$ cat config.mk
export PLATFORM = sky130hd
export DESIGN_NAME = ps2_host_tx
export DESIGN_NICKNAME = d
export VERILOG_FILES = /design/src/rtl/ps2_pkg.sv /design/src/rtl/ps2_clk_filter.sv /design/src/rtl/ps2_host_tx.sv
export SDC_FILE = /design/constraint.sdc
export NUM_CORES = 1
export LEC_CHECK = 0
export BUFFER_PORTS_ARGS = -buffer_cell sky130_fd_sc_hd__buf_2
export CAP_MARGIN = 40
export CORE_ASPECT_RATIO = 0.75
export CORE_MARGIN = 3
export CORE_UTILIZATION = 60
export CTS_BUF_LIST = sky130_fd_sc_hd__clkbuf_8
export CTS_CLUSTER_SIZE = 12
export DETAILED_ROUTE_END_ITERATION = 10
export PLACE_DENSITY = 0.81
export SLEW_MARGIN = 40
export SYNTH_ARGS = -nofsm -noshare
export SYNTH_HDL_FRONTEND = slang
export SYNTH_SLANG_ARGS = --single-unit
$ cat constraint.sdc
create_clock -name clk -period 5.5 [get_ports clk]
set_input_delay 0.55 -clock clk [delete_from_list [all_inputs] [get_ports clk]]
set_output_delay 0.55 -clock clk [all_outputs]
set_load 0.02 [all_outputs]
$ cat src/rtl/ps2_pkg.sv
// Shared PS/2 definitions: transmitter state encoding, command constants
// and the frame parity helper.
package ps2_pkg;

  typedef enum logic [2:0] {
    ST_IDLE,
    ST_RTS,
    ST_START,
    ST_DATA,
    ST_STOP,
    ST_ACK_WAIT
  } tx_state_e;

  localparam logic [7:0] BREAK       = 8'hF0;
  localparam logic [7:0] CMD_SET_LED = 8'hED;
  localparam logic [7:0] CMD_RESET   = 8'hFF;
  localparam logic [7:0] CMD_ENABLE  = 8'hF4;
  localparam logic [7:0] ACK         = 8'hFA;

  // Odd parity bit: total count of ones over data + parity is odd.
  function automatic logic odd_parity(input logic [7:0] b);
    return ~^b;
  endfunction

endpackage

$ cat src/rtl/ps2_clk_filter.sv
// PS2Clk glitch filter with falling-edge pulse, plus a 2-flop PS2Data
// synchronizer. The shift register doubles as the clock synchronizer.
module ps2_clk_filter
  import ps2_pkg::*;
#(
  parameter int unsigned FILTER_LEN = 8
) (
  input  logic clk,
  input  logic reset,
  input  logic ps2clk_in,
  input  logic ps2data_in,
  output logic clk_filt,
  output logic data_sync,
  output logic fall
);

  logic [FILTER_LEN-1:0] sr_q, sr_d;
  logic [1:0]            dsync_q, dsync_d;
  logic                  filt_q, filt_d;
  logic                  fall_q, fall_d;

  // Filtered level only changes once the whole window agrees.
  always_comb begin
    sr_d    = {ps2clk_in, sr_q[FILTER_LEN-1:1]};
    dsync_d = {dsync_q[0], ps2data_in};
    filt_d  = filt_q;
    if (&sr_q) begin
      filt_d = 1'b1;
    end else if (~|sr_q) begin
      filt_d = 1'b0;
    end
    fall_d = filt_q & ~filt_d;
  end

  // Idle bus is high, so everything resets to the released level.
  always_ff @(posedge clk or negedge reset) begin
    if (!reset) begin
      sr_q    <= '1;
      dsync_q <= '1;
      filt_q  <= 1'b1;
      fall_q  <= 1'b0;
    end else begin
      sr_q    <= sr_d;
      dsync_q <= dsync_d;
      filt_q  <= filt_d;
      fall_q  <= fall_d;
    end
  end

  assign clk_filt  = filt_q;
  assign data_sync = dsync_q[1];
  assign fall      = fall_q;

endmodule

$ cat src/rtl/ps2_host_tx.sv
// Host-to-device PS/2 transmitter: request-to-send, 11-bit frame clocked by
// the device, ack check and overall timeout. Pad tristates live above this.
module ps2_host_tx
  import ps2_pkg::*;
#(
  parameter int unsigned INHIBIT_CYCLES = 12000,
  parameter int unsigned TIMEOUT_CYCLES = 2000000,
  parameter int unsigned FILTER_LEN     = 8
) (
  input  logic       clk,
  input  logic       reset,
  input  logic       wr_ps2,
  input  logic [7:0] din,
  input  logic       PS2Clk,
  input  logic       PS2Data,
  output logic       ps2clk_oe,
  output logic       ps2data_oe,
  output logic       tx_idle,
  output logic       rx_en,
  output logic       tx_done_tick,
  output logic       tx_err_tick
);

  localparam int unsigned CNT_MAX = (INHIBIT_CYCLES > TIMEOUT_CYCLES) ?
                                    INHIBIT_CYCLES : TIMEOUT_CYCLES;
  localparam int unsigned CNT_W   = $clog2(CNT_MAX + 1);
  localparam logic [CNT_W-1:0] CNT_ONE  = 1;
  localparam logic [CNT_W-1:0] INH_LOAD = CNT_W'(INHIBIT_CYCLES - 1);
  localparam logic [CNT_W-1:0] TMO_LOAD = CNT_W'(TIMEOUT_CYCLES - 1);

  tx_state_e        state_q, state_d;
  logic [8:0]       shift_q, shift_d;
  logic [CNT_W-1:0] cnt_q, cnt_d;
  logic [3:0]       bit_q, bit_d;
  logic             clk_oe_q, clk_oe_d;
  logic             data_oe_q, data_oe_d;
  logic             done_q, done_d;
  logic             err_q, err_d;

  logic clk_filt, data_sync, fall;

  ps2_clk_filter #(
    .FILTER_LEN(FILTER_LEN)
  ) u_filter (
    .clk       (clk),
    .reset     (reset),
    .ps2clk_in (PS2Clk),
    .ps2data_in(PS2Data),
    .clk_filt  (clk_filt),
    .data_sync (data_sync),
    .fall      (fall)
  );

  // Next-state logic. One counter serves both the inhibit hold (rts) and
  // the frame timeout (start..ack_wait); expiry is checked before the edge.
  always_comb begin
    state_d = state_q;
    shift_d = shift_q;
    cnt_d   = cnt_q;
    bit_d   = bit_q;
    done_d  = 1'b0;
    err_d   = 1'b0;
    unique case (state_q)
      ST_IDLE: begin
        if (wr_ps2) begin
          shift_d = {odd_parity(din), din};
          cnt_d   = INH_LOAD;
          state_d = ST_RTS;
        end
      end
      ST_RTS: begin
        if (cnt_q == '0) begin
          cnt_d   = TMO_LOAD;
          state_d = ST_START;
        end else begin
          cnt_d = cnt_q - CNT_ONE;
        end
      end
      ST_START, ST_DATA, ST_STOP, ST_ACK_WAIT: begin
        if (cnt_q == '0) begin
          err_d   = 1'b1;
          state_d = ST_IDLE;
        end else begin
          cnt_d = cnt_q - CNT_ONE;
          if (state_q == ST_START && fall) begin
            bit_d   = 4'd8;
            state_d = ST_DATA;
          end else if (state_q == ST_DATA && fall) begin
            if (bit_q == '0) begin
              state_d = ST_STOP;
            end else begin
              shift_d = {1'b0, shift_q[8:1]};
              bit_d   = bit_q - 4'd1;
            end
          end else if (state_q == ST_STOP && fall) begin
            if (!data_sync) begin
              state_d = ST_ACK_WAIT;
            end else begin
              err_d   = 1'b1;
              state_d = ST_IDLE;
            end
          end else if (state_q == ST_ACK_WAIT && clk_filt && data_sync) begin
            done_d  = 1'b1;
            state_d = ST_IDLE;
          end
        end
      end
      default: state_d = ST_IDLE;
    endcase
    // Drivers are derived from the next state so they register glitch-free.
    clk_oe_d  = (state_d == ST_RTS);
    data_oe_d = (state_d == ST_START) || ((state_d == ST_DATA) && !shift_d[0]);
  end

  // State and output registers.
  always_ff @(posedge clk or negedge reset) begin
    if (!reset) begin
      state_q   <= ST_IDLE;
      shift_q   <= '0;
      cnt_q     <= '0;
      bit_q     <= '0;
      clk_oe_q  <= 1'b0;
      data_oe_q <= 1'b0;
      done_q    <= 1'b0;
      err_q     <= 1'b0;
    end else begin
      state_q   <= state_d;
      shift_q   <= shift_d;
      cnt_q     <= cnt_d;
      bit_q     <= bit_d;
      clk_oe_q  <= clk_oe_d;
      data_oe_q <= data_oe_d;
      done_q    <= done_d;
      err_q     <= err_d;
    end
  end

  assign ps2clk_oe    = clk_oe_q;
  assign ps2data_oe   = data_oe_q;
  assign tx_idle      = (state_q == ST_IDLE);
  assign rx_en        = tx_idle;
  assign tx_done_tick = done_q;
  assign tx_err_tick  = err_q;

endmodule

; ---- Word-level counts from Yosys, hierarchy flattened
; Index checks and enable logic that the tools add are counted.
[totals]
regBits = 53
in_bits = 13
out_inout_bits = 6
elab_cells = 90
[classes]
addsub = 2
n_eq_ne = 14
mux = 37
n_bitwise = 3
reduce_logical = 21
[ops]
columns = op, n
row1 = 21-bit 2-to-1 mux, 3
row2 = 21-bit one-hot mux with 3 select lines, 1
row3 = 9-bit 2-to-1 mux, 5
row4 = 3-bit 2-to-1 mux, 9
row5 = 21-bit zero test, 1
row6 = 21-bit by 1-bit subtractor with 21-bit output (second input constant), 1
row7 = 9-bit one-hot mux with 2 select lines, 1
row8 = 1-bit 2-to-1 mux, 14
row9 = 3-bit by 2-bit equality test with 1-bit output (second input constant), 4
row10 = 4-bit 2-to-1 mux, 3
row11 = 2-bit != test (second input constant), 6
row12 = 3-bit one-hot mux with 3 select lines, 1
row13 = 8-bit AND reduction, 1
row14 = 8-bit OR reduction, 1
row15 = 8-bit XNOR reduction, 1
row16 = 3-bit by 1-bit equality test with 1-bit output (second input constant), 2
row17 = 3-bit equality test (second input constant), 2
row18 = 1-bit logical AND, 6
row19 = 6-bit AND reduction, 1
row20 = 4-bit zero test, 1
row21 = 4-bit AND reduction, 1
row22 = 2-bit nonzero test, 2
row23 = 4-bit OR reduction, 1
row24 = 4-bit by 1-bit subtractor with 4-bit output (second input constant), 1
row25 = 7 further kinds, 8

; ---- Logic depth before layout (Yosys ltp)
; Gate-level depths: netlist of the first run.
[depth]
word_depth = 12
depth_mapped = 9
depth_no_buf = 8

; ---- Modules after synthesis
; From an unflattened synthesis of the first run, not the netlist that was laid out.
[unflattened]
cells_unflattened = 301
area_unflattened_um2 = 3051.7
[modules_own_cells]
columns = mod, instances, cells_per_inst, area_per_inst_um2, seq_area_each_um2
row1 = ps2_host_tx, 1, 282, 2681.3, 1026.0
row2 = ps2_clk_filter, 1, 19, 370.4, 314.1

; ---- Least setup slack after synthesis of the first run
; OpenSTA, ideal clock, no wires.
[synth_timing]
path_kind = register -> register
startpoint = reg state_q[2]
endpoint = reg cnt_q[13]
setup_time_ns = 0.126
arrival_time_ns = 2.027
t_required_ns = 5.374
setup_slack_ns = 3.347
path_stages_with_launch = 7
path_buffers = 1
synth_period_minus_slack_ns = 2.153
cell_sequence = dfrtp_1 -> nor3_1 -> a21oi_1 -> o41ai_2 -> buf_4 -> o21ai_1 -> a221o_1
[synth_between]
word_cells_on_any_way = 12
classes_between = eq/ne: 7 / mux: 1 / reduce/logical: 4
[synth_rtl]
columns = item, line
row1 = from (decl), ps2_host_tx.sv:31  ; tx_state_e state_q, state_d;
row2 = from (signal assigned), ps2_host_tx.sv:127  ; state_q <= state_d;
row3 = 3-bit zero test *, n/a
row4 = via rx_en, ps2_host_tx.sv:19  ; output logic rx_en,
row5 = 2-bit != test (no line) / 3-bit nonzero test (equally long branches), n/a
row6 = 3-bit AND reduction (no line), n/a
row7 = to (signal assigned), ps2_host_tx.sv:129  ; cnt_q <= cnt_d;
row8 = to (decl), ps2_host_tx.sv:33  ; logic [CNT_W-1:0] cnt_q, cnt_d;
; Mark *: on every way through the listed nets, which the timed path passes. The rest lies on a longest branch.
; A chain may end at the register's enable or synchronous reset.

; ---- Final worst setup path of the first run
[layout_timing]
startpoint = reg state_q[2]
endpoint = out rx_en
[layout_between]
elab_chain_cells = 1
[layout_lines]
columns = item, line
row1 = 3-bit zero test, ps2_host_tx.sv:140  ; assign tx_idle = (state_q == ST_IDLE);
row2 = to (decl), ps2_host_tx.sv:19
; No other way between the ends.

==> results of run 1 <==
## critical path, cell delays in order (launching register included)
cell     delay (ns)
dfrtp_1        0.66
nor3_1         0.82
buf_2          0.30
## cells by family after synthesis
logic type,Yosys count
simple gates,129
buf+inv,25
fa+ha+maj,4
compound gates,92
flops,53
xor+xnor,9
## sequential cells by signal (all words and copies together) (netlist names), 2 cells and up
signal / flops
bit_q: 4
state_q: 3
cnt_q: 21
shift_q: 9
u_filter.sr_q: 8
u_filter.dsync_q: 2
## cells in the mapped netlist (2+ instances only)
| cell type | number |
|---|---|
| or3_1 | 3 |
| o21a_1 | 5 |
| buf_6 | 2 |
| ha_1 | 4 |
| buf_2 | 2 |
| nor4b_1 | 2 |
| o21ai_1 | 15 |
| or2_1 | 4 |
| a31oi_1 | 8 |
| o211ai_1 | 4 |
| nor3_1 | 12 |
| or4_4 | 2 |
| or2_2 | 2 |
| nor4_2 | 3 |
| nand4_1 | 4 |
| clkbuf_1 | 5 |
| and2_1 | 2 |
| nor2_2 | 2 |
| o311ai_1 | 2 |
| or4_1 | 4 |
| a21o_1 | 4 |
| xnor2_1 | 6 |
| o22ai_1 | 2 |
| a21oi_1 | 20 |
| a22oi_1 | 10 |
| dfrtp_1 | 42 |
| nor3_2 | 3 |
| o31ai_1 | 3 |
| xor2_1 | 3 |
| inv_1 | 10 |
| buf_4 | 3 |
| dfstp_2 | 11 |
| or3b_2 | 2 |
| nand2_1 | 36 |
| or3_4 | 2 |
| nand3_1 | 3 |
| nor2_1 | 27 |
| nand2b_1 | 2 |
| nor4_1 | 4 |
| o21ai_0 | 6 |
## metrics by stage
stage	total power, uW	setup slack [ns]	util (%)	cell area, sq um
4_1_cts	646.1	2.909	68.00	3127
3_3_place_gp	433.1	3.008	65.90	3030
6_report	641.2	2.857	68.00	3127
5_1_grt	669.4	2.737	68.00	3127
3_5_place_dp	434.0	2.980	66.15	3042
2_1_floorplan	418.2	3.347	-	2953
## layout make-up
type / instances / area, sq um
Clock buffer: 5 / 68.82
Tap cell: 57 / 71.32
Clock inverter: 3 / 16.27
Multi-Input combinational cell: 234 / 1491
Timing Repair Buffer: 19 / 97.59
Inverter: 11 / 41.29
Fill cell: 351 / 1471
Sequential cell: 53 / 1340
## path summary, 6_finish.rpt
kind | endpoint | slack (ns) | depth (start not counted) | from
min | u_filter.dsync_q[0] | 0.33 | 1 | PS2Data
min in group asynchronous | ps2clk_oe | 0.34 | 2 | reset
max in group asynchronous | shift_q[8] | 4.74 | 2 | reset
max reg2reg | cnt_q[3] | 2.87 | 6 | state_q[2]
max | rx_en | 2.86 | 2 | state_q[2]
min reg2reg | u_filter.dsync_q[1] | 0.36 | 0 | u_filter.dsync_q[0]
## where the power goes
group	switching [uW]	total, uW	internal, uW
sequential	3.84	402	398
combinational	14.6	24.7	10.1
clock	126	215	88.8
## cells in the final DEF (no fill, tap or decap), types with 4 or more instances in the layout
cell type  count
o211ai_1       4
o21a_1         5
nand4_1        4
nor2_1        27
o21ai_0        6
nor4_1         4
a22oi_1       10
dfrtp_1       42
clkbuf_8       5
inv_1         11
or2_1          4
ha_1           4
a31oi_1        8
or4_1          4
a21o_1         4
xnor2_1        6
o21ai_1       15
dfstp_2       11
nand2_1       36
nor3_1        12
a21oi_1       20
buf_2         18
## layer usage
layer | vias up | part of all wire, % | wire length [um] | GRT usage [%]
li1 | 1183 | - | - | -
met1 | 1162 | 48 | 3239 | 38.74
met2 | 116 | 42 | 2861 | 35.70
met3 | 6 | 8.6 | 582 | 6.057
met4 | 0 | 0.79 | 53 | 6.420
met5 | - | 0 | 0 | 0
==> run_results.csv, run 1 <==
group,metric,value,unit
placed_design,routabilityCongestion,0.9812,
logic_synthesis,ys_ff_latch,53,
logic_synthesis,yosysTopAreaCellShare,35.59,%
floorplan,num_io_pins,19,
logic_synthesis,synthFlopType,"dfrtp_1",
global_route,grt_max_degree,54,
logic_synthesis,synth_edf_count,0,
critical_path,worstSetupPathType,"flip-flop to primary output",
logic_synthesis,seq_area_frac_synth,45.38,%
power,vdd_ir_drop_max,0.2393,mV
global_route,grt_pass1_vias,2348,
critical_path,crit_path_end_kind,"primary output",
placed_design,hpwl,4.821,mm
logic_synthesis,synth_compound_area_share,20.89,%
timing,hold_violations,0,
logic_synthesis,synth_cells,312,
logic_synthesis,synth_warnings,0,
logic_synthesis,ys_types,66,
routing,num_vias,2467,
logic_synthesis,synthXorXnorAreaFrac,2.669,%
global_route,track_usage,25.35,%
cells_and_area,insertedDiodeCount,0,
timing,whs,0.3341,ns
logic_synthesis,synth_nets,329,
timing,final.setup.tns,0,ns
power,p_leak,0.001280,uW
global_route,antenna_found_initial,0,
timing,fin_skew,0.008092,ns
cells_and_area,fin_nets,341,
timing,worst_slew_pin_slew,0.8655,ns
status,status,"finished clean",
clock_tree,root_buffer,"clkbuf_8",
logic_synthesis,avgSynthCellArea,9.464,sq um
routing,drt-pass1-iter-count,5,
routing,vias_per_cell,6.458,
floorplan,die_y,66.76,um
timing,rsz0062_at_grt,"no",
clock_tree,post_cts_buffers,0,
floorplan,dieArea,0.005808,sq mm
critical_path,cp_data_arrival_time,2.09,ns
routing,drtIter0Drc,407,
floorplan,core,0.004598,sq mm
cells_and_area,layoutNonFillerInstCount,382,
logic_synthesis,synthMuxAreaShare,0,%
timing,relSlewSlack,41.86,%
critical_path,cp.required,4.95,ns
clock_tree,clkTransAtPathRegs,0.09,ns
job,cap_violations,0,
timing,setup_viol,0,
clock_tree,cts_max_path_buffers,2,
routing,wire_per_inst,17.64,um
critical_path,start_kind,"flip-flop",
logic_synthesis,synth_top_family_by_area,"simple AND/OR/NAND/NOR gates",
floorplan,num_rows,21,
routing,drt_wl_total,6.737,mm
floorplan,initial_core_util,64.22,%
routing,drtAntennaViolNets,0,
timing,fmax,378.3,MHz
logic_synthesis,netlist_top_cells_area,"dfrtp_1 (36%), dfstp_2 (9.8%), nand2_1 (4.6%)",
logic_synthesis,synth-adder-area-share,1.695,%
power,power.density,205.1,mW/mm^2
cells_and_area,drive_gt1_share,18.77,%
floorplan,die_w,87.01,um
placed_design,place_inst,374,
global_route,grt_pass1_wl,11.33,mm
timing,fin_crit_sh,48.06,%
cells_and_area,syn2layout_area_growth,5.890,%
critical_path,crit_fanout,21,
clock_tree,cts_sinks,53,
routing,post-route-drc-count,0,
min_path,min_path_type,"primary input to flip-flop",
clock_tree,cts_made_buffers,5,
timing,drv_slew,0,
clock_tree,htreeDepth,2,
logic_synthesis,synth-simple-area-share,24.87,%
clock_tree,ctsHoldBuffers,0,
timing,fin_crit,2.643,ns
logic_synthesis,synthArstFlopShare,100.0,%
placed_design,io_buffer_count,18,
clock_tree,cts_resized,0,
global_route,grt_overflow,0,
clock_tree,cts_tree,"built",
logic_synthesis,yosysTopAreaCell,"dfrtp_1",
clock_tree,clk_latency,0.31,ns
logic_synthesis,syn_area,0.002953,sq mm
Power figures use the tool's default switching activity.
==> run 2, diff against run 1 <==
- clock period: 5.5 -> 2.68 ns (I/O delays scaled with it)
==> run_results.csv, run 2 (synthesis results as in run 1) <==
group,metric,value,unit
routing,wire_per_inst,17.31,um
placed_design,routabilityCongestion,0.9399,
critical_path,start_kind,"flip-flop",
power,p_leak,0.001322,uW
routing,post-route-drc-count,0,
floorplan,die_w,87.01,um
power,switching_share,23.62,%
timing,fin_crit,2.374,ns
routing,drt-pass1-iter-count,5,
routing,num_vias,2552,
critical_path,cp.required,2.88,ns
job,cap_violations,0,
cells_and_area,final-seq-area,0.001340,sq mm
critical_path,crit_buf_inv,1,
routing,vias_per_cell,6.544,
critical_path,path_delay_family,"simple AND/OR/NAND/NOR gates",
floorplan,dieArea,0.005808,sq mm
clock_tree,ctsHoldBuffers,1,
power,seqPwrFrac,61.4,%
cells_and_area,insertedDiodeCount,0,
clock_tree,cts_sinks,53,
timing,fmax,421.3,MHz
floorplan,die_y,66.76,um
timing,final.setup.tns,0,ns
clock_tree,clk_latency,0.31,ns
power,power.density,422.0,mW/mm^2
global_route,grt_pass1_wl,11.55,mm
critical_path,path_cells,"inv_1 > ha_1 > or4b_1 > nor4b_1 > a21o_1 > a21oi_1 > o21ai_1 > o211ai_2",
min_path,min_path_type,"primary input to flip-flop",
cells_and_area,syn2layout_area_growth,7.839,%
cells_and_area,fin_nets,349,
cells_and_area,largest_reg_flops,21,
placed_design,hpwl,4.942,mm
power,finalPower,1344,uW
critical_path,crit_fanout,7,
critical_path,crit_path_end_kind,"flip-flop",
cells_and_area,layout_commonest_cell,"dfrtp_1",
critical_path,max_stage_delay,0.60,ns
power,intPower,1026,uW
global_route,grt_max_degree,48,
cells_and_area,multiInputGateArea,0.001480,sq mm
clock_tree,cts_max_path_buffers,2,
routing,drtIter0Drc,299,
critical_path,r2r_start,"cnt_q[0]",
critical_path,worstSetupPathType,"flip-flop to flip-flop",
clock_tree,htreeDepth,2,
power,vdd_ir_drop_max,0.3308,mV
critical_path,critPathLaunch,"cnt_q[0]",
critical_path,critPathSlowestCell,"or4b_1",
timing,drv_slew,0,
timing,fin_crit_sh,88.57,%
cells_and_area,num-fill-cells,354,
power,clkPwrFrac,34.6,%
cells_and_area,mostFrequentLayoutCells,"dfrtp_1 (42), nand2_1 (36), nor2_1 (27)",
placed_design,io_buffer_count,18,
floorplan,num_rows,21,
floorplan,initial_core_util,64.22,%
floorplan,num_io_pins,19,
cells_and_area,largest_register,"cnt_q",
clock_tree,cts_tree,"built",
floorplan,core,0.004598,sq mm
power,combPwrFrac,4.1,%
routing,drt_wl_total,6.752,mm
global_route,track_usage,25.72,%
clock_tree,root_buffer,"clkbuf_8",
global_route,antenna_found_initial,0,
timing,hold_violations,0,
critical_path,cp_data_arrival_time,2.57,ns
global_route,grt_pass1_vias,2321,
timing,setup_viol,0,
power,p_switching,317.4,uW
clock_tree,cts_resized,0,
clock_tree,clkTransAtPathRegs,0.10,ns
timing,worst_slew_pin_slew,0.6708,ns
timing,fin_skew,0.01094,ns
timing,relSlewSlack,54.67,%
cells_and_area,drive_gt1_share,20.72,%
min_path,hp-start,"PS2Clk",
cells_and_area,top_regs,"cnt_q x21, shift_q x9, u_filter.sr_q x8",
global_route,grt_overflow,0,
clock_tree,post_cts_buffers,0,
timing,rsz0062_at_grt,"no",
status,status,"finished clean",
clock_tree,cts_made_buffers,5,
routing,drtAntennaViolNets,0,
[run 2: cell count changes in the layout (fill, tap and decap cells not counted)]
cell and delta:
clkinv_2 +1, o41ai_4 -1, inv_6 +1, o41ai_2 +1, dlygate4sd3_1 +1, inv_1 -1, buf_2 -1, inv_4 -1
buf_4 +8
[run 2: worst paths after layout]
path                                  endpoint  slack [ns]  cells after the start
max                                  cnt_q[20]        0.31                      8
min                           u_filter.sr_q[7]        0.05                      1
max reg2reg                          cnt_q[20]        0.31                      8
min reg2reg                u_filter.dsync_q[1]        0.38                      0
max in group asynchronous    u_filter.clk_filt        1.61                      3
min in group asynchronous             cnt_q[6]        0.49                      2
[run 2: power groups by stage]
| stage | logic, uW | registers, uW | clock network, uW |
|---|---|---|---|
| floorplan | 21.5 | 837 | 0 |
| global placement | 52.0 | 838 | 0 |
| detailed placement | 55.2 | 840 | 0 |
| CTS | 56.4 | 825 | 473 |
| global route | 61.0 | 827 | 510 |
| finish | 54.4 | 825 | 465 |
[run 2: worst reg2reg max path, stage by stage, from the launching register on]
cell,delay (ns)
dfrtp_1,0.43
inv_1,0.09
ha_1,0.16
or4b_1,0.60
nor4b_1,0.39
a21o_1,0.27
a21oi_1,0.08
o21ai_1,0.16
o211ai_2,0.09
[run 2: per-layer routing]
layer  vias to the layer above  global-route usage [%]  part of all wire (%)
met5                         -                       0                     0
met3                        15                   5.686                   8.8
li1                       1192                       -                     -
met4                         0                   7.977                   2.0
met1                      1204                   39.59                    47
met2                       141                   35.51                    42
[run 2: area by class of cell]
class	count	area share (%)
Clock inverter	3	0.6287
Clock buffer	5	2.161
Tap cell	57	2.240
Sequential cell	53	42.08
Inverter	11	1.297
Timing Repair Buffer	27	5.108
Multi-Input combinational cell	234	46.48
[run 2: per-stage QoR]
stage	utilization [%]	hold slack (ns)	setup slack, ns	instance area [sq um]	std cells
after floorplan	-	-0.02759	0.5265	2953	312
after CTS	69.25	0.04416	0.3332	3184	390
after detailed placement	67.10	0.3118	0.3417	3085	381
after global routing	69.25	0.03131	0.1105	3184	390
final	69.25	0.04869	0.3062	3184	390
after global placement	67.05	0.3462	0.3600	3083	381
==> run 3, diff against run 2 <==
- BUFFER_PORTS_ARGS: -buffer_cell sky130_fd_sc_hd__buf_2 -> unset
- DONT_BUFFER_PORTS: unset -> 1
- PLACE_DENSITY: 0.81 -> 0.78
==> run_results.csv, run 3 (synthesis results as in run 1) <==
group,metric,value,unit
status,status,"finished clean",
clock_tree,clk_latency,0.31,ns
global_route,track_usage,25.88,%
floorplan,num_rows,21,
critical_path,timing.rr.end,"cnt_q[20]",
power,combPwrFrac,3.3,%
clock_tree,cts_max_path_buffers,2,
critical_path,crit_path_end_kind,"flip-flop",
cells_and_area,layoutNonFillerInstCount,375,
power,p_switching,281.0,uW
critical_path,r2r_start,"cnt_q[0]",
critical_path,critPathSlowestCell,"or4b_1",
routing,post-route-drc-count,0,
placed_design,hpwl,5.088,mm
global_route,antenna_found_initial,0,
power,p_leak,0.001274,uW
cells_and_area,insertedDiodeCount,0,
cells_and_area,final-seq-area,0.001340,sq mm
timing,relSlewSlack,54.08,%
power,finalPower,1392,uW
power,switching_share,20.19,%
critical_path,rr_worst_depth,8,
timing,fin_crit_sh,91.72,%
global_route,grt_pass1_wl,11.56,mm
timing,worst_slew_pin_slew,0.6864,ns
global_route,grt_max_degree,54,
critical_path,cp_data_arrival_time,2.64,ns
power,clkPwrFrac,37.5,%
cells_and_area,top_regs,"cnt_q x21, shift_q x9, u_filter.sr_q x8",
floorplan,num_io_pins,19,
clock_tree,root_buffer,"clkbuf_8",
routing,drtIter0Drc,322,
critical_path,critPathLaunch,"cnt_q[0]",
floorplan,initial_core_util,64.22,%
critical_path,r2r_slack,0.22,ns
cells_and_area,largest_register,"cnt_q",
routing,vias_per_cell,6.616,
clock_tree,clkTransAtPathRegs,0.09,ns
placed_design,io_buffer_count,0,
floorplan,die_w,87.01,um
min_path,whs_path_depth,2,
placed_design,place_inst,363,
min_path,min_path_type,"primary input to flip-flop",
routing,wire_per_inst,18.21,um
power,power.density,438.4,mW/mm^2
placed_design,routabilityCongestion,0.8985,
clock_tree,cts_tree,"built",
floorplan,dieArea,0.005808,sq mm
power,vdd_ir_drop_max,0.2795,mV
cells_and_area,fin_nets,334,
clock_tree,cts_made_buffers,5,
global_route,grt_pass1_vias,2339,
cells_and_area,largest_reg_flops,21,
global_route,grt_overflow,0,
timing,rsz0062_at_grt,"no",
critical_path,max_stage_delay,0.60,ns
cells_and_area,mostFrequentLayoutCells,"dfrtp_1 (42), nand2_1 (36), nor2_1 (27)",
job,cap_violations,0,
routing,drt_wl_total,6.830,mm
power,intPower,1111,uW
critical_path,worstSetupPathType,"flip-flop to flip-flop",
timing,fin_crit,2.458,ns
timing,drv_slew,0,
critical_path,cp.required,2.86,ns
cells_and_area,num-fill-cells,370,
routing,drtAntennaViolNets,0,
timing,setup_viol,0,
routing,drt-pass1-iter-count,4,
cells_and_area,multiInputGateArea,0.001496,sq mm
cells_and_area,layout_commonest_cell,"dfrtp_1",
timing,fin_ws,0.2219,ns
placed_design,dp_slack,0.2775,ns
timing,final.setup.tns,0,ns
floorplan,die_y,66.76,um
floorplan,core,0.004598,sq mm
timing,fin_skew,0.008204,ns
cells_and_area,syn2layout_area_growth,7.500,%
clock_tree,cts_sinks,53,
critical_path,endpoint,"cnt_q[20]",
clock_tree,htreeDepth,2,
critical_path,start_kind,"flip-flop",
power,seqPwrFrac,59.2,%
routing,num_vias,2481,
timing,fmax,406.8,MHz
critical_path,path_cells,"inv_1 > ha_1 > or4b_1 > nor4b_1 > a21o_1 > a21oi_1 > o21ai_1 > o211ai_2",
timing,hold_violations,0,
critical_path,crit_fanout,7,
cells_and_area,drive_gt1_share,16.35,%
run 3: cell type report:
cell class | instances | area share [%]
multi-input combinational | 234 | 47.14
sequential | 53 | 42.22
timing repair buffer | 12 | 3.705
tap | 57 | 2.247
clock buffer | 5 | 2.168
inverter | 11 | 1.301
clock inverter | 3 | 1.222
run 3: stage by stage:
stage / utilization [%] / instance area [sq um] / hold WS (ns)
5_1_grt: 69.03 / 3174 / 0.09458
3_5_place_dp: 65.44 / 3009 / -0.02588
6_report: 69.03 / 3174 / 0.09245
2_1_floorplan: - / 2953 / -0.02759
4_1_cts: 69.03 / 3174 / 0.08640
3_3_place_gp: 65.20 / 2998 / -0.02607
run 3: layer usage:
layer  track usage, %  up-vias  share of wire [%]  wire (um)
met4            6.615        0                1.5        100
li1                 -     1152                  -          -
met3            5.933       12                7.7        526
met1            38.95     1212                 47       3221
met2            37.31      105                 44       2981
met5                0        -                  0          0
run 3: what timing repair did:
item / CTS / global route
gates resized for setup: 0 / 0
hold endpoints to repair: 55 / 0
hold buffers: 4 / 0
setup endpoints to repair: 0 / 0
setup buffers: 0 / 0
run 3: power by group through the flow:
stage | clock network (uW) | logic (uW) | registers [uW]
detailed placement | 0 | 23.8 | 839
floorplan | 0 | 21.5 | 837
global route | 564 | 51.8 | 826
CTS | 533 | 48.4 | 824
global placement | 0 | 23.4 | 838
finish | 521 | 46.5 | 824
run 3: worst min-delay path by stage:
| stage | startpoint | endpoint | slack (ns) |
|---|---|---|---|
| 6_report | din[6] | shift_q[6] | 0.09 |
| 5_1_grt | din[1] | shift_q[1] | 0.09 |
| 4_1_cts | din[1] | shift_q[1] | 0.09 |
| 3_5_place_dp | reset | state_q[2] | -0.03 |
| 3_3_place_gp | reset | state_q[2] | -0.03 |
| 2_1_floorplan | reset | bit_q[0] | -0.03 |
run 3: worst max-delay path, delay by kind of cell (launching register included):
kind / cells / cell delay, ns
and+or+nand+nor: 2 / 1.06
AOI/OAI and AO/OA: 4 / 0.61
DFF: 1 / 0.42
adders and majority gates: 1 / 0.15
buffers and inverters: 1 / 0.09
